## config.mk

```make
export PLATFORM = sky130hd
export DESIGN_NAME = regfile_sb
export DESIGN_NICKNAME = d
export VERILOG_FILES = /design/src/rtl/regfile_sb.sv
export SDC_FILE = /design/constraint.sdc
export NUM_CORES = 2
export LEC_CHECK = 0
export CAP_MARGIN = 10
export CORE_MARGIN = 3
export CORE_UTILIZATION = 45
export DETAILED_ROUTE_END_ITERATION = 10
export PLACE_DENSITY = 0.6
export REMOVE_ABC_BUFFERS = 1
export SLEW_MARGIN = 25
export SYNTH_ARGS = -nofsm -noshare
export SYNTH_HDL_FRONTEND = slang
export SYNTH_SLANG_ARGS = --single-unit
```

## constraint.sdc

```tcl
create_clock -name clk -period 105 [get_ports clk]
set_input_delay 15.75 -clock clk [delete_from_list [all_inputs] [get_ports clk]]
set_output_delay 15.75 -clock clk [all_outputs]
set_load 0.01 [all_outputs]
```

## src/rtl/regfile_sb.sv

```systemverilog
// Parametrised register file with write-to-read bypass, optional hardwired zero
// register, and a per-register busy scoreboard for the hazard unit.
`timescale 1ns/1ps
module regfile_sb #(
  parameter int XLEN     = 32,
  parameter int NREGS    = 32,
  parameter int NRD      = 2,
  parameter int ZERO_REG = 1,
  localparam int AW      = $clog2(NREGS)
) (
  input  logic                clk,
  input  logic                rst,
  input  logic [NRD*AW-1:0]   r_reg,
  output logic [NRD*XLEN-1:0] r_dat,
  output logic [NRD-1:0]      r_busy,
  input  logic [AW-1:0]       w_reg,
  input  logic [XLEN-1:0]     w_dat,
  input  logic                write,
  input  logic [AW-1:0]       rsv_reg,
  input  logic                rsv,
  output logic                rsv_ok,
  output logic [AW:0]         busy_cnt
);

  logic [XLEN-1:0]  r_mem [NREGS];
  logic [NREGS-1:0] r_busyBits;
  logic [AW:0]      r_busyCnt;

  logic w_wrEn;
  logic w_rsvZero;
  logic w_rsvSet;
  logic w_sameReg;
  logic w_inc;
  logic w_dec;

  assign w_wrEn    = write && !((ZERO_REG != 0) && (w_reg == '0));
  assign w_rsvZero = (ZERO_REG != 0) && (rsv_reg == '0);

  // A writeback landing this cycle frees the register, so a reserve against it is accepted.
  assign rsv_ok    = !rst && rsv &&
                     (w_rsvZero || !r_busyBits[rsv_reg] || (write && (w_reg == rsv_reg)));
  assign w_rsvSet  = rsv_ok && !w_rsvZero;
  assign w_sameReg = w_rsvSet && w_wrEn && (w_reg == rsv_reg);
  assign w_inc     = w_rsvSet && !r_busyBits[rsv_reg];
  assign w_dec     = w_wrEn && r_busyBits[w_reg] && !w_sameReg;

  always_ff @(posedge clk or posedge rst) begin
    if (rst) begin
      for (int i = 0; i < NREGS; i++) r_mem[i] <= '0;
    end else if (w_wrEn) begin
      r_mem[w_reg] <= w_dat;
    end
  end

  // The reserve is applied after the writeback clear so a new producer wins on the same register.
  always_ff @(posedge clk or posedge rst) begin
    if (rst) begin
      r_busyBits <= '0;
    end else begin
      if (w_wrEn)   r_busyBits[w_reg]   <= 1'b0;
      if (w_rsvSet) r_busyBits[rsv_reg] <= 1'b1;
    end
  end

  always_ff @(posedge clk or posedge rst) begin
    if (rst) begin
      r_busyCnt <= '0;
    end else begin
      r_busyCnt <= r_busyCnt + {{AW{1'b0}}, w_inc} - {{AW{1'b0}}, w_dec};
    end
  end

  assign busy_cnt = r_busyCnt;

  for (genvar k = 0; k < NRD; k++) begin : g_rd
    logic [AW-1:0] w_addr;
    logic          w_hit;
    logic          w_zero;

    assign w_addr = r_reg[k*AW +: AW];
    assign w_hit  = w_wrEn && (w_reg == w_addr);
    assign w_zero = (ZERO_REG != 0) && (w_addr == '0);

    assign r_dat[k*XLEN +: XLEN] = (rst || w_zero) ? '0 : (w_hit ? w_dat : r_mem[w_addr]);
    assign r_busy[k]             = !rst && !w_zero && r_busyBits[w_addr] && !w_hit;
  end

endmodule

```

* Yosys cells after proc, flatten, opt, wreduce, memory -nomap -nowiden
Cells that the tools add are included.
** Word-level totals
- Flip-flop bits (word level) :: 1062
- Bits of input ports :: 56
** Operators by class
- Add/sub/neg operators :: 2
- Order comparisons :: 10
- Equal/unequal tests :: 3
- Multiplexer cells :: 27
- Bitwise gates (word level) :: 6
- Reductions and logical operators :: 38
** Operators with widths (number)
- $bwmux W1024 :: 1
- $mux W32 :: 11
- $bmux W32 S5 :: 2
- $demux W32 S5 :: 1
- $and A32 B32 Y32 :: 1
- $not A32 Y32 :: 1
- $or A32 B32 Y32 :: 1
- $lt A5 B6 Y1 const B :: 4
- $logic_and A1 B1 Y1 :: 21
- $bmux W1 S5 :: 4
- $logic_not A5 Y1 :: 4
- $ge A6 B6 Y1 const B :: 3
- $not A5 Y6 :: 3
- $eq A5 B5 Y1 :: 3
- $demux W1 S5 :: 2
- $ge A5 B1 Y1 const B :: 2
- $logic_not A1 Y1 :: 9
- $add A6 B1 Y6 :: 1
- $lt A6 B1 Y1 const B :: 1
- $mux W1 :: 6
- $sub A6 B1 Y6 :: 1
- $logic_or A1 B1 Y1 :: 4

* Logic depth before layout (Yosys ltp)
- Word-level depth :: 12
- Depth in mapped cells :: 16
- Mapped depth without buffers :: 14

* Worst setup path before layout
No wires, ideal clock.
- Path kind :: input port to output port
- Start point :: input port rst
- End point :: output port r_dat[23]
- Data arrival time :: 44.132 ns
- Required time :: 89.250 ns
- Slack :: 45.118 ns
- Stages :: 6
- Buffers on the path :: 1
- Cell sequence :: inv_1 o211ai_1 buf_2 a211oi_1 a21oi_1 o21ai_1
** Between the ends
- Word-level cells in the longest chain between the ends :: 2
** RTL lines
- from (decl) :: RTL line 12 : input logic rst,
- $logic_or A1 B1 Y1 :: RTL line 84 : assign r_dat[k*XLEN +: XLEN] = (rst || w_zero) ? '0 : (w_hit ? w_dat : r_mem[w_addr]);
- $mux W32 :: RTL line 84
- to (decl) :: RTL line 14 : output logic [NRD*XLEN-1:0] r_dat,
No other way between the ends.

* Worst setup path after layout
- Start point :: input port r_reg[0]
- End point :: output port r_dat[12]
** Between the ends
- Word-level cells in the longest chain between the ends :: 6
** RTL lines
- from (decl) :: RTL line 13 : input logic [NRD*AW-1:0] r_reg,
- $not A5 Y6 (not written as such) :: RTL line 84
- $bmux W32 S5 :: RTL line 84
- $mux W32 (not written as such) (2 in a row) :: RTL line 84
- $mux W32 :: RTL line 84
- $mux W32 (*) :: RTL line 84
Every way passes the cells marked *; elsewhere a longest branch is shown, timed or not. The select of a mux whose other input is x is not followed.

==> key figures <==
Die
  • Die ar.: 134,800 um2
  • Ports: 129
  • Core footprint: 128,500 um2
  • Die height: 367.1 um
  • Initial core utilization: 0.4567
  • Cell row count: 131
  • Die W: 367.1 um

Synth
  • Distinct cells, synth: 62
  • Seq cells post-synth: 1,062
  • Yosys top cell area share: 0.4529
  • Yosys top cell by area: dfrtp_1
  • Top_reg_cell synth: dfrtp_1
  • Syn. warnings: 0
  • Post-synthesis sequential area ratio: 0.4529
  • FFs w/ async S/R, synth: 1.000
  • Mapped Cells: 4,267
  • Number of flops mapped to enable cells by yosys: 0
  • Syn Std Cell Area: 58,680 um2
  • Avg Inst Size Synth: 13.75 um2
  • Ranking of synthesized cells by area: dfrtp_1, mux2_2, mux4_2, mux2i_1, a221oi_1

Final layout
  • Area delta synth->final: 11.24%
  • Most frequent cells in the layout: dfrtp_1, mux2_2, mux4_2
  • Most common cell after layout, fill and taps aside: dfrtp_1
  • Final nets: 4,209
  • Layout cell share with drive strength beyond 1: 0.4173
  • Fin util: 0.5080
  • Final instance area: 65,280 um2
  • # fillers: 11,135

Clock tree
  • TritonCTS clock tree: done
  • Post-cts repair resize count: 0
  • Clk pin slew, worst setup/hold paths: 0.06 ns
  • H-tree depth: 3
  • Clock latency on the worst-skew pair: 0.72 ns
  • Clock Sinks: 1,062
  • Post-CTS Hold Fix Bufs: 0
  • Buffer levels on the longest clock path: 3
  • Root buffer cell: clkbuf_16
  • CTS Buf Count: 117
  • Setup bufs post-CTS: 0

GRT
  • GRT Util Overall: 0.2845
  • First-pass GRT wire length: 283,400 um
  • Vias in the first global route: 39,698
  • Grt ovf: 0
  • Antenna violations before repair: 9
  • Largest net degree at the start of global routing: 177

Worst setup path
  • Setup crit end kind: primary output
  • Worst Path Required: 89.25 ns
  • Worst path buffer plus inverter count: 5
  • R2r setup slk: 101.58 ns
  • FF-to-FF End: busy_cnt[4]
  • Setup crit end: r_dat[12]
  • Worst path top cell family by delay: buffers and inverters
  • CP most frequent cell: buf_4
  • CP arrival: 20.36 ns
  • Register-to-Register Path Depth: 13
  • Crit-path cells: buf_8 > buf_4 > buf_4 > buf_4 > mux4_2 > nor2b_1 > a211oi_1 > a211oi_1 > a21oi_1 > o21ai_1 > clkdlybuf4s50_1
  • CP max stage delay: 0.70 ns
  • Critical path origin: r_reg[0]
  • Slowest-stage cell, CP: buf_4
  • Startpoint types: input port
  • CP Max Fanout: 45
  • Crit. path cell count: 11
  • R2R Path Start: r_busyBits[7]
  • Kind of critical path: in -> out

STA
  • Rel. slew slack: 0.2370
  • Max Slew Vio Count: 0
  • Setup TNS: 0 ns
  • Max Clock Freq: 27.70 MHz
  • Min Tclk post-route: 36.11 ns
  • Clock Skew: 0.007843 ns
  • Final Hold Fails: 0
  • Final setup fails: 0
  • Worst setup margin: 68.89 ns
  • Crit share post-route: 0.3439
  • RSZ-0062 raised after global routing: false
  • Slew of the pin with the lowest slew margin: 1.144 ns

Power and ir drop
  • Switching Fraction: 0.2749
  • Combinational share of power: 0.205
  • Max IR drop VDD: 0.00001515 V
  • Internal power: 0.9035 mW
  • Pwr dens: 19.09 nW/um2
  • Total power: 1.246 mW
  • Seq pwr share: 0.439
  • Psw: 0.3425 mW
  • Lkg Pwr: 28.22 nW
  • Clock share of power: 0.356

Place
  • Detailed placement HPWL: 100,600 um
  • Area post-placement: 61,110 um2
  • GP Congestion: 0.8062
  • Post-Place Setup Slack: 68.83 ns
  • PortBufs: 128

Drt
  • Initial DRC count: 4,108
  • Drt drc: 0
  • DR vias: 39,411
  • Post-DRT Antenna Nets: 0
  • Final wirelength: 193,100 um
  • TritonRoute pass-1 iters: 5
  • Via density: 6.594
  • Routed length per instance: 32.31 um

Min path
  • Hold Path Depth: 0
  • Hold Path Class: reg -> reg

Job
  • Max-cap violation count: 0

Status
  • Status: finished, final reports clean
==> registers in the layout, summed over array words and instances (netlist names) <==
register / count
busy_cnt: 6
r_mem: 1024
r_busyBits: 32
==> stage by stage <==
step,hold WS (ns),instances
2_1_floorplan,0.3653,3791
3_3_place_gp,0.3782,5752
3_5_place_dp,0.3840,5754
4_1_cts,0.3978,5969
5_1_grt,0.4094,5971
6_report,0.3914,5977
==> final cells by class <==
cell class	count	area (um2)	area share
clock inverters	46	644.4	0.009872
clock buffers	169	3497	0.05357
inverters	25	103.9	0.001591
multi-input cells	2704	30090	0.4610
flip-flops and latches	1062	26580	0.4071
repair buffers	236	2186	0.03349
diodes	6	15.01	0.0002300
well taps	1729	2163	0.03314
==> power groups by stage <==
stage          clock (mW)  sequential (mW)  combinational [mW]
2_1_floorplan           0            0.535               0.184
3_3_place_gp            0            0.548               0.250
3_5_place_dp            0            0.551               0.255
4_1_cts             0.451            0.544               0.256
5_1_grt             0.469            0.557               0.277
6_report            0.444            0.547               0.256
==> cell usage after synthesis (all sizes together) (2+ instances only) <==
cell type and n:
dfrtp 1062, mux2 1028, mux4 373, mux2i 358, clkbuf 255, buf 221
a221oi 137, nor2 98, a21oi 96, o21ai 89, a211oi 75, nand2 69
a22oi 64, nor3 42, a211o 38, and2 28, inv 25, a22o 23
nor2b 22, o21bai 18, o211ai 17, nand2b 16, nand3 15, nor3b 15
xnor2 14, o22ai 12, a2111o 7, ha 6, or2 6, xor2 6
nand3b 5, or3b 4, a21o 2, a31oi 2, and3 2, and3b 2
nor4 2, o2111ai 2, o31ai 2, or3 2
==> cell families (layout without fill, tap and decap cells) <==
family          Yosys count  in the layout  synth area share
flops                  1062           1062            0.4529
compound gates          588            588           0.07241
buf+inv                 501            476           0.04002
other cells               0              6                 0
xor+xnor                 20             20          0.002985
fa+ha+maj                 7              7          0.001620
mux                    1759           1759            0.4016
simple gates            330            330           0.02853
==> worst min-delay path by stage <==
stage / from / end
global placement: r_mem[1020] / r_mem[1020]
floorplan: r_mem[1003] / r_mem[1003]
global route: r_mem[1000] / r_mem[1000]
finish: r_mem[1003] / r_mem[1003]
detailed placement: r_mem[1004] / r_mem[1004]
CTS: r_mem[1003] / r_mem[1003]
==> layer usage <==
layer	vias up	share of wire	GRT usage
met5	-	0.000047	0
met4	2	0.032	0.08043
met3	353	0.083	0.06475
met2	1668	0.46	0.4424
met1	21219	0.43	0.4010
li1	16169	-	-
(Power assumes the default switching activity.)
